--- config.mk ---
export PLATFORM = sky130hd
export DESIGN_NAME = pipeline_hazard_ctrl_flat
export DESIGN_NICKNAME = d
export VERILOG_FILES = /design/src/rtl/pipeline_hazard_ctrl_if.sv /design/src/rtl/pipeline_hazard_ctrl.sv /design/src/flat_wrapper.sv
export SDC_FILE = /design/constraint.sdc
export NUM_CORES = 1
export LEC_CHECK = 0
export CORE_ASPECT_RATIO = 0.6
export CORE_MARGIN = 1
export CORE_UTILIZATION = 48
export CTS_BUF_LIST = sky130_fd_sc_hd__clkbuf_8
export CTS_CLUSTER_SIZE = 40
export DETAILED_ROUTE_END_ITERATION = 8
export PLACE_DENSITY = 0.83
export SYNTH_ARGS = -nofsm -noshare
export SYNTH_HDL_FRONTEND = slang
export SYNTH_SLANG_ARGS = --single-unit
export TNS_END_PERCENT = 50
--- constraint.sdc ---
create_clock -name clk -period 2.3 [get_ports clk]
set_input_delay 0.575 -clock clk [delete_from_list [all_inputs] [get_ports clk]]
set_output_delay 0.575 -clock clk [all_outputs]
set_load 0.005 [all_outputs]
--- src/rtl/pipeline_hazard_ctrl_if.sv ---
// -----------------------------------------------------------------------------
// pipeline_hazard_ctrl_if
// Bundles the decode-stage information, the EX branch resolution and the
// hazard-control outputs exchanged between the pipeline datapath and
// pipeline_hazard_ctrl.
//   master : datapath side (drives decode info, consumes stall/flush/forward)
//   slave  : hazard controller side
// Signals:
//   RA1D, RA2D, WA3D [3:0]   decode-stage source/destination register indices
//   Use1D, Use2D             source register actually read by the D instruction
//   RegWriteD, MemtoRegD     D instruction writes the register file / is a load
//   BranchTakenE             branch in EX resolved taken
//   StallF, StallD           hold PC / hold IF-ID
//   FlushD, FlushE           clear IF-ID / clear ID-EX
//   ForwardAE, ForwardBE     EX operand selects (00 RF, 01 W result, 10 M ALU)
//   StallCnt, FlushCnt       performance counters
// -----------------------------------------------------------------------------
interface pipeline_hazard_ctrl_if;
    logic [3:0]  RA1D;
    logic [3:0]  RA2D;
    logic        Use1D;
    logic        Use2D;
    logic [3:0]  WA3D;
    logic        RegWriteD;
    logic        MemtoRegD;
    logic        BranchTakenE;
    logic        StallF;
    logic        StallD;
    logic        FlushD;
    logic        FlushE;
    logic [1:0]  ForwardAE;
    logic [1:0]  ForwardBE;
    logic [15:0] StallCnt;
    logic [15:0] FlushCnt;

    modport master (
        output RA1D, RA2D, Use1D, Use2D, WA3D, RegWriteD, MemtoRegD, BranchTakenE,
        input  StallF, StallD, FlushD, FlushE, ForwardAE, ForwardBE, StallCnt, FlushCnt
    );

    modport slave (
        input  RA1D, RA2D, Use1D, Use2D, WA3D, RegWriteD, MemtoRegD, BranchTakenE,
        output StallF, StallD, FlushD, FlushE, ForwardAE, ForwardBE, StallCnt, FlushCnt
    );
endinterface

--- src/rtl/pipeline_hazard_ctrl.sv ---
// -----------------------------------------------------------------------------
// pipeline_hazard_ctrl
// Hazard and sequencing controller for the 5-stage pipeline. Keeps a shadow of
// the E/M/W register fields, derives EX operand forwarding from it, detects
// load-use hazards against the decode stage and sequences stall/flush windows.
// All state updates on the falling clock edge, matching the segment registers.
// Ports:
//   clk  pipeline clock (negedge active)
//   rst  asynchronous reset, active-low; every output reads 0 while low
//   hz   pipeline_hazard_ctrl_if.slave (decode info in, hazard controls out)
// Parameters:
//   LD_STALL_CYC  cycles IF/ID are held after a load-use hazard (1..3)
//   BR_FLUSH_CYC  cycles FlushD/FlushE stay high after a taken branch (1..3)
//   PC_REG        register index never forwarded or hazard-checked
// Optional feature macro: HAZ_PERF_CNT_EN enables the saturating StallCnt and
// FlushCnt performance counters; otherwise both read constant 0.
// -----------------------------------------------------------------------------
module pipeline_hazard_ctrl #(
    parameter int         LD_STALL_CYC = 1,
    parameter int         BR_FLUSH_CYC = 2,
    parameter logic [3:0] PC_REG       = 4'd15
) (
    input  logic                   clk,
    input  logic                   rst,
    pipeline_hazard_ctrl_if.slave  hz
);

    typedef enum logic [1:0] {
        ST_RUN = 2'd0,
        ST_LUS = 2'd1,
        ST_BRF = 2'd2
    } state_t;

    // cnt_q counts the asserted cycles still owed, including the current one.
    // The detecting cycle (in RUN) is the first asserted cycle, so a 1-cycle
    // window never leaves RUN at all.
    localparam logic [1:0] LD_EXTRA = 2'(LD_STALL_CYC - 1);
    localparam logic [1:0] BR_EXTRA = 2'(BR_FLUSH_CYC - 1);
    localparam state_t     LD_NEXT  = (LD_EXTRA != 2'd0) ? ST_LUS : ST_RUN;
    localparam state_t     BR_NEXT  = (BR_EXTRA != 2'd0) ? ST_BRF : ST_RUN;

    state_t      state_q, state_d;
    logic [1:0]  cnt_q, cnt_d;

    // Shadow of E, M and W: only the fields the hazard logic looks at.
    logic [3:0]  ra1_e_q, ra2_e_q, wa3_e_q, wa3_m_q, wa3_w_q;
    logic        use1_e_q, use2_e_q, regwr_e_q, memtoreg_e_q;
    logic        regwr_m_q, regwr_w_q;

    logic        lu_s;
    logic        stall_s, flush_d_s, flush_e_s;
    logic [1:0]  fwd_a_s, fwd_b_s;

    // M has priority over W because it holds the younger result.
    function automatic logic [1:0] fwd_sel(
        input logic [3:0] ra, input logic used,
        input logic       wr_m, input logic [3:0] wa_m,
        input logic       wr_w, input logic [3:0] wa_w
    );
        logic [1:0] sel;
        if (used && (ra != PC_REG) && wr_m && (wa_m == ra)) begin
            sel = 2'b10;
        end else if (used && (ra != PC_REG) && wr_w && (wa_w == ra)) begin
            sel = 2'b01;
        end else begin
            sel = 2'b00;
        end
        return sel;
    endfunction

    // Forwarding selects and load-use detection from the shadow pipeline.
    always_comb begin
        fwd_a_s = fwd_sel(ra1_e_q, use1_e_q, regwr_m_q, wa3_m_q, regwr_w_q, wa3_w_q);
        fwd_b_s = fwd_sel(ra2_e_q, use2_e_q, regwr_m_q, wa3_m_q, regwr_w_q, wa3_w_q);
        lu_s    = memtoreg_e_q && regwr_e_q && (wa3_e_q != PC_REG) &&
                  ((hz.Use1D && (hz.RA1D == wa3_e_q)) ||
                   (hz.Use2D && (hz.RA2D == wa3_e_q)));
    end

    // Sequencer next-state and Mealy stall/flush outputs.
    always_comb begin
        state_d   = state_q;
        cnt_d     = cnt_q;
        stall_s   = 1'b0;
        flush_d_s = 1'b0;
        flush_e_s = 1'b0;
        case (state_q)
            ST_RUN: begin
                if (hz.BranchTakenE) begin
                    flush_d_s = 1'b1;
                    flush_e_s = 1'b1;
                    state_d   = BR_NEXT;
                    cnt_d     = BR_EXTRA;
                end else if (lu_s) begin
                    stall_s   = 1'b1;
                    flush_e_s = 1'b1;
                    state_d   = LD_NEXT;
                    cnt_d     = LD_EXTRA;
                end else begin
                    state_d   = ST_RUN;
                    cnt_d     = 2'd0;
                end
            end
            ST_LUS: begin
                // A taken branch aborts the stall; the flush wins this cycle.
                if (hz.BranchTakenE) begin
                    flush_d_s = 1'b1;
                    flush_e_s = 1'b1;
                    state_d   = BR_NEXT;
                    cnt_d     = BR_EXTRA;
                end else if (cnt_q <= 2'd1) begin
                    stall_s   = 1'b1;
                    flush_e_s = 1'b1;
                    state_d   = ST_RUN;
                    cnt_d     = 2'd0;
                end else begin
                    stall_s   = 1'b1;
                    flush_e_s = 1'b1;
                    cnt_d     = cnt_q - 2'd1;
                end
            end
            ST_BRF: begin
                // EX holds a bubble here, so any BranchTakenE is ignored.
                flush_d_s = 1'b1;
                flush_e_s = 1'b1;
                if (cnt_q <= 2'd1) begin
                    state_d = ST_RUN;
                    cnt_d   = 2'd0;
                end else begin
                    cnt_d   = cnt_q - 2'd1;
                end
            end
            default: begin
                state_d = ST_RUN;
                cnt_d   = 2'd0;
            end
        endcase
    end

    // Sequencer state register.
    always_ff @(negedge clk or negedge rst) begin
        if (!rst) begin
            state_q <= ST_RUN;
            cnt_q   <= 2'd0;
        end else begin
            state_q <= state_d;
            cnt_q   <= cnt_d;
        end
    end

    // Shadow pipeline advance; a flushed ID/EX enters E as a bubble.
    always_ff @(negedge clk or negedge rst) begin
        if (!rst) begin
            ra1_e_q <= 4'd0; ra2_e_q <= 4'd0; wa3_e_q <= 4'd0;
            use1_e_q <= 1'b0; use2_e_q <= 1'b0;
            regwr_e_q <= 1'b0; memtoreg_e_q <= 1'b0;
            wa3_m_q <= 4'd0; regwr_m_q <= 1'b0;
            wa3_w_q <= 4'd0; regwr_w_q <= 1'b0;
        end else begin
            if (flush_e_s) begin
                ra1_e_q <= 4'd0; ra2_e_q <= 4'd0; wa3_e_q <= 4'd0;
                use1_e_q <= 1'b0; use2_e_q <= 1'b0;
                regwr_e_q <= 1'b0; memtoreg_e_q <= 1'b0;
            end else begin
                ra1_e_q <= hz.RA1D; ra2_e_q <= hz.RA2D; wa3_e_q <= hz.WA3D;
                use1_e_q <= hz.Use1D; use2_e_q <= hz.Use2D;
                regwr_e_q <= hz.RegWriteD; memtoreg_e_q <= hz.MemtoRegD;
            end
            wa3_m_q   <= wa3_e_q;
            regwr_m_q <= regwr_e_q;
            wa3_w_q   <= wa3_m_q;
            regwr_w_q <= regwr_m_q;
        end
    end

    assign hz.StallF    = rst ? stall_s   : 1'b0;
    assign hz.StallD    = rst ? stall_s   : 1'b0;
    assign hz.FlushD    = rst ? flush_d_s : 1'b0;
    assign hz.FlushE    = rst ? flush_e_s : 1'b0;
    assign hz.ForwardAE = rst ? fwd_a_s   : 2'b00;
    assign hz.ForwardBE = rst ? fwd_b_s   : 2'b00;

`ifdef HAZ_PERF_CNT_EN
    logic [15:0] stall_cnt_q, flush_cnt_q;

    // Saturating stall/flush cycle counters.
    always_ff @(negedge clk or negedge rst) begin
        if (!rst) begin
            stall_cnt_q <= 16'h0000;
            flush_cnt_q <= 16'h0000;
        end else begin
            if (stall_s && (stall_cnt_q != 16'hFFFF)) begin
                stall_cnt_q <= stall_cnt_q + 16'd1;
            end
            if (flush_e_s && (flush_cnt_q != 16'hFFFF)) begin
                flush_cnt_q <= flush_cnt_q + 16'd1;
            end
        end
    end

    assign hz.StallCnt = rst ? stall_cnt_q : 16'h0000;
    assign hz.FlushCnt = rst ? flush_cnt_q : 16'h0000;
`else
    assign hz.StallCnt = 16'h0000;
    assign hz.FlushCnt = 16'h0000;
`endif

endmodule

--- src/flat_wrapper.sv ---
// flat-port wrapper written by rule: the top's interface ports become plain ports
module pipeline_hazard_ctrl_flat 
#(
    parameter int         LD_STALL_CYC = 1,
    parameter int         BR_FLUSH_CYC = 2,
    parameter logic [3:0] PC_REG       = 4'd15
)
  (clk, rst, hz_RA1D, hz_RA2D, hz_Use1D, hz_Use2D, hz_WA3D, hz_RegWriteD, hz_MemtoRegD, hz_BranchTakenE, hz_StallF, hz_StallD, hz_FlushD, hz_FlushE, hz_ForwardAE, hz_ForwardBE, hz_StallCnt, hz_FlushCnt);
  pipeline_hazard_ctrl_if hz_i ();
  input  logic clk;
  input  logic rst;
  input wire logic [$bits(hz_i.RA1D)-1:0] hz_RA1D;
  input wire logic [$bits(hz_i.RA2D)-1:0] hz_RA2D;
  input wire logic [$bits(hz_i.Use1D)-1:0] hz_Use1D;
  input wire logic [$bits(hz_i.Use2D)-1:0] hz_Use2D;
  input wire logic [$bits(hz_i.WA3D)-1:0] hz_WA3D;
  input wire logic [$bits(hz_i.RegWriteD)-1:0] hz_RegWriteD;
  input wire logic [$bits(hz_i.MemtoRegD)-1:0] hz_MemtoRegD;
  input wire logic [$bits(hz_i.BranchTakenE)-1:0] hz_BranchTakenE;
  output wire logic [$bits(hz_i.StallF)-1:0] hz_StallF;
  output wire logic [$bits(hz_i.StallD)-1:0] hz_StallD;
  output wire logic [$bits(hz_i.FlushD)-1:0] hz_FlushD;
  output wire logic [$bits(hz_i.FlushE)-1:0] hz_FlushE;
  output wire logic [$bits(hz_i.ForwardAE)-1:0] hz_ForwardAE;
  output wire logic [$bits(hz_i.ForwardBE)-1:0] hz_ForwardBE;
  output wire logic [$bits(hz_i.StallCnt)-1:0] hz_StallCnt;
  output wire logic [$bits(hz_i.FlushCnt)-1:0] hz_FlushCnt;
  assign hz_i.RA1D = hz_RA1D;
  assign hz_i.RA2D = hz_RA2D;
  assign hz_i.Use1D = hz_Use1D;
  assign hz_i.Use2D = hz_Use2D;
  assign hz_i.WA3D = hz_WA3D;
  assign hz_i.RegWriteD = hz_RegWriteD;
  assign hz_i.MemtoRegD = hz_MemtoRegD;
  assign hz_i.BranchTakenE = hz_BranchTakenE;
  assign hz_StallF = hz_i.StallF;
  assign hz_StallD = hz_i.StallD;
  assign hz_FlushD = hz_i.FlushD;
  assign hz_FlushE = hz_i.FlushE;
  assign hz_ForwardAE = hz_i.ForwardAE;
  assign hz_ForwardBE = hz_i.ForwardBE;
  assign hz_StallCnt = hz_i.StallCnt;
  assign hz_FlushCnt = hz_i.FlushCnt;
  pipeline_hazard_ctrl #(.LD_STALL_CYC(LD_STALL_CYC), .BR_FLUSH_CYC(BR_FLUSH_CYC), .PC_REG(PC_REG)) u_core (.clk(clk), .rst(rst), .hz(hz_i));
endmodule
# ---- Yosys cells after proc, flatten, opt, wreduce, memory -nomap -nowiden
# Index checks and enable logic that the tools add are counted.
dict set report word_totals {
  register_bits 30
  inputBits 19
  output_inout_bits 40
  elab_cells 77
}
dict set report op_classes {
  add_sub_neg 1
  magnitude_cmp 1
  n_eq_ne 11
  muxes 32
  reduce_logical 19
}
# cell count
set ops {}
lappend ops {{$eq 4x4->1} 6}
lappend ops {{$mux 2} 9}
lappend ops {{$logic_and 1x1->1} 15}
lappend ops {{$mux 1} 15}
lappend ops {{$mux 4} 3}
lappend ops {{$ne 4x4->1 const B} 3}
lappend ops {{$pmux 2 s3} 2}
lappend ops {{$pmux 1 s2} 3}
lappend ops {{$reduce_or 2->1} 2}
lappend ops {{$eq 2x1->1 const B} 1}
lappend ops {{$eq 2x2->1 const B} 1}
lappend ops {{$le 2x1->1 const B} 1}
lappend ops {{$logic_not 2->1} 1}
lappend ops {{$sub 2x1->2 const B} 1}
lappend ops {{$logic_or 1x1->1} 1}

# ---- Depth between registers and ports, before layout
dict set report depth {
  ltp_word 8
  mapped_depth 7
  ltp_nobuf 6
}

==> reports/results.tsv <==
metric	value	unit
Reg-to-Reg End	u_core.ra1_e_q[0]$_DFF_NN0_	
First-pass DRT Iterations	4	
Initial Util	52.8	%
Crit Reg-Reg Startpoint	u_core.state_q[0]$_DFF_NN0_	
via/cell ratio	4.81	
setup slack, reg-to-reg	0.32	ns
CTS tree	built	
GR Overflow Total	0	
htree depth	2	
Die Y	49.5	um
max_cap viols	0	
critical-path cell list	inv_2 > ha_4 > and3_4 > nand4_1 > buf_4 > o22a_2 > a21oi_2 > buf_2	
number of synthesized register bits	30	
IO Pins	59	
overall power	1340	uW
WL final	4300	um
Max Slew Vio Count	0	
CTS Root Cell	clkbuf_8	
Tot GR Track Use	23.2	%
Setup Crit Path Kind	flip-flop to output pin	
CTS hold repair buffers	0	
largest net degree at the start of global routing	20	
starting DRC count in detailed routing	60	
Clock Pin Slew Worst Setup and Hold Paths	0.04	ns
number of buffers created by CTS	5	
Netlist cell types	30	
Via Count	1442	
core box area	0.00342	mm2
total of fill cells in the finished design	258	
Final Hold Viols	0	
CP Launch Type	flip-flop	
leakage power	0.00119	uW
Die Wd	81.2	um
Final ANT Viol Nets	0	
maximum vdd drop	0.000355	V
final setup fails	24	
mean post-synth cell area	9.62	um2
commonest non-fill, non-tap cell in the layout	buf_4	
mapped cell area	0.00181	mm2
critical path fanouts, max	2	
RSZ-0062 raised after global routing	true	
share of layout cells above drive strength 1	35.3	%
Pwr Density	538	mW/mm2
clock latency on the worst-skew pair	0.29	ns
die footprint	0.00402	mm2
violated checks	negative setup slack	
Clock Skew	0.00508	ns
hold depth	0	
GPL Wtd Cong	0.921	
n_diodes	0	
hold_sp	u_core.regwr_e_q$_DFF_NN0_	
first-pass GRT wire length	6560	um
FF-to-FF path depth	11	
worst setup margin	-1.21	ns
Hold EP	u_core.regwr_m_q$_DFF_NN0_	
most frequent cells in the layout	buf_4 (35), nand2_1 (34), conb_1 (32)	
Setup WS pre-CTS	-1.22	ns
Syn Inst Count	188	
post-route setup TNS	-19.14	ns
PortBufs	26	
slowest stage delay, CP	0.36	ns
CP required	1.73	ns
area delta synth->final	37.8	%
Clock Tree Buf Depth	2	
clock sink total	30	
status	complete, but fails checks	
nets	277	
CP Data Arrival Time	2.94	ns
synthesis warning total	0	
row cnt	16	
Post-route DRC	0	
Slowest-stage cell, CP	dfrtn_1	
Placed Cells	278	
antenna violations before repair	0	
number of global-route vias before repair	1366	
Setup crit end kind	output pin	
Final Non-Filler Cells	300	
DR WL/cell	14.3	um
post-synthesis sequential area ratio	41.5	%
dpl hpwl	3100	um
Hold WS	0.372	ns
hold crit path type	flip-flop to flip-flop	
-- critical path: cells and delay by family (launching register included) --
family | cells | cell delay [ns]
flip-flops | 1 | 0.36
adder cells (fa/ha/maj) | 1 | 0.14
AO/OA/AOI/OAI | 2 | 0.31
AND/OR/NAND/NOR | 2 | 0.31
buffers and inverters | 3 | 0.38
-- metrics by stage --
step	instance area [um2]	util (%)
5_1_grt	2490	72.8
3_5_place_dp	2240	65.4
4_1_cts	2410	70.4
2_1_floorplan	2020	-
6_report	2490	72.8
3_3_place_gp	2240	65.4
-- flip-flops by register name, summed over array words and instances, names as in the netlist --
signal               cells
u_core.use1_e_q          1
u_core.state_q           2
u_core.regwr_e_q         1
u_core.memtoreg_e_q      1
u_core.wa3_w_q           4
u_core.use2_e_q          1
u_core.ra1_e_q           4
u_core.wa3_e_q           4
u_core.cnt_q             2
u_core.regwr_w_q         1
u_core.regwr_m_q         1
u_core.ra2_e_q           4
u_core.wa3_m_q           4
-- cell usage after synthesis (all sizes together) --
library cell  instances  area share (%)
nand2                34             7.1
nand4                 7             2.8
conb                  1            0.21
or3b                  1            0.48
dfrtn                30              42
o22ai                 1             1.1
and2                  3             1.0
o211a                 1            0.55
xor2                  6             2.9
o21ai                18             7.1
o21a                  1            0.42
inv                   4            0.83
a21oi                 4             1.3
clkbuf                2            0.42
nor2                  3            0.62
buf                  35              15
nand2b                1            0.35
and3                  1            0.35
ha                    4             2.8
or2                   1            0.35
nand3                 6             1.7
o22a                  1            0.55
mux2i                 1            0.55
nor4                  4             1.4
xnor2                18             8.7
-- what timing repair did --
item	CTS	global route
buffers inserted	8	6
setup endpoints to repair	28	26
pin swaps	18	10
gates resized for setup	50	6
cloned	1	0
-- metal layers --
layer / GRT usage (%) / vias to the layer above / wire length [um]
li1: - / 693 / -
met5: 0 / - / 0
met1: 31.5 / 688 / 1920
met3: 8.33 / 7 / 304
met4: 6.85 / 0 / 48
met2: 34.7 / 54 / 2020
-- report_power, final --
group | internal, uW | switching [uW]
registers | 567 | 39.5
logic | 126 | 119
clock network | 302 | 187
-- worst max path at each step --
| stage | startpoint | to | slack, ns | cells after the start |
|---|---|---|---|---|
| floorplan | u_core.state_q[1]$_DFF_NN0_ | hz_StallF | -0.90 | 7 |
| global placement | u_core.state_q[1]$_DFF_NN0_ | hz_FlushE | -1.18 | 7 |
| detailed placement | u_core.state_q[1]$_DFF_NN0_ | hz_FlushE | -1.22 | 7 |
| CTS | u_core.wa3_e_q[1]$_DFF_NN0_ | hz_StallF | -1.19 | 6 |
| global route | u_core.state_q[1]$_DFF_NN0_ | hz_FlushE | -1.26 | 8 |
| finish | u_core.state_q[0]$_DFF_NN0_ | hz_FlushE | -1.21 | 8 |
-- area by class of cell --
class	count	area, um2	area share, %
multi-input cells	148	1010	40.6
inverters	4	15.0	0.603
well taps	45	56.3	2.26
clock buffers	8	110	4.42
flip-flops and latches	30	751	30.1
repair buffers	65	547	21.9
-- kinds of logic after synthesis --
| logic type | Yosys count | synth area share [%] |
|---|---|---|
| DFF | 30 | 41.5 |
| muxes | 1 | 0.554 |
| AOI/OAI and AO/OA | 26 | 11.0 |
| and+or+nand+nor | 61 | 16.1 |
| adders and majority gates | 4 | 2.77 |
| buffers and inverters | 41 | 16.3 |
| xor gates and xnor gates | 24 | 11.6 |
| other | 1 | 0.207 |
Power figures use the tool's default switching activity.
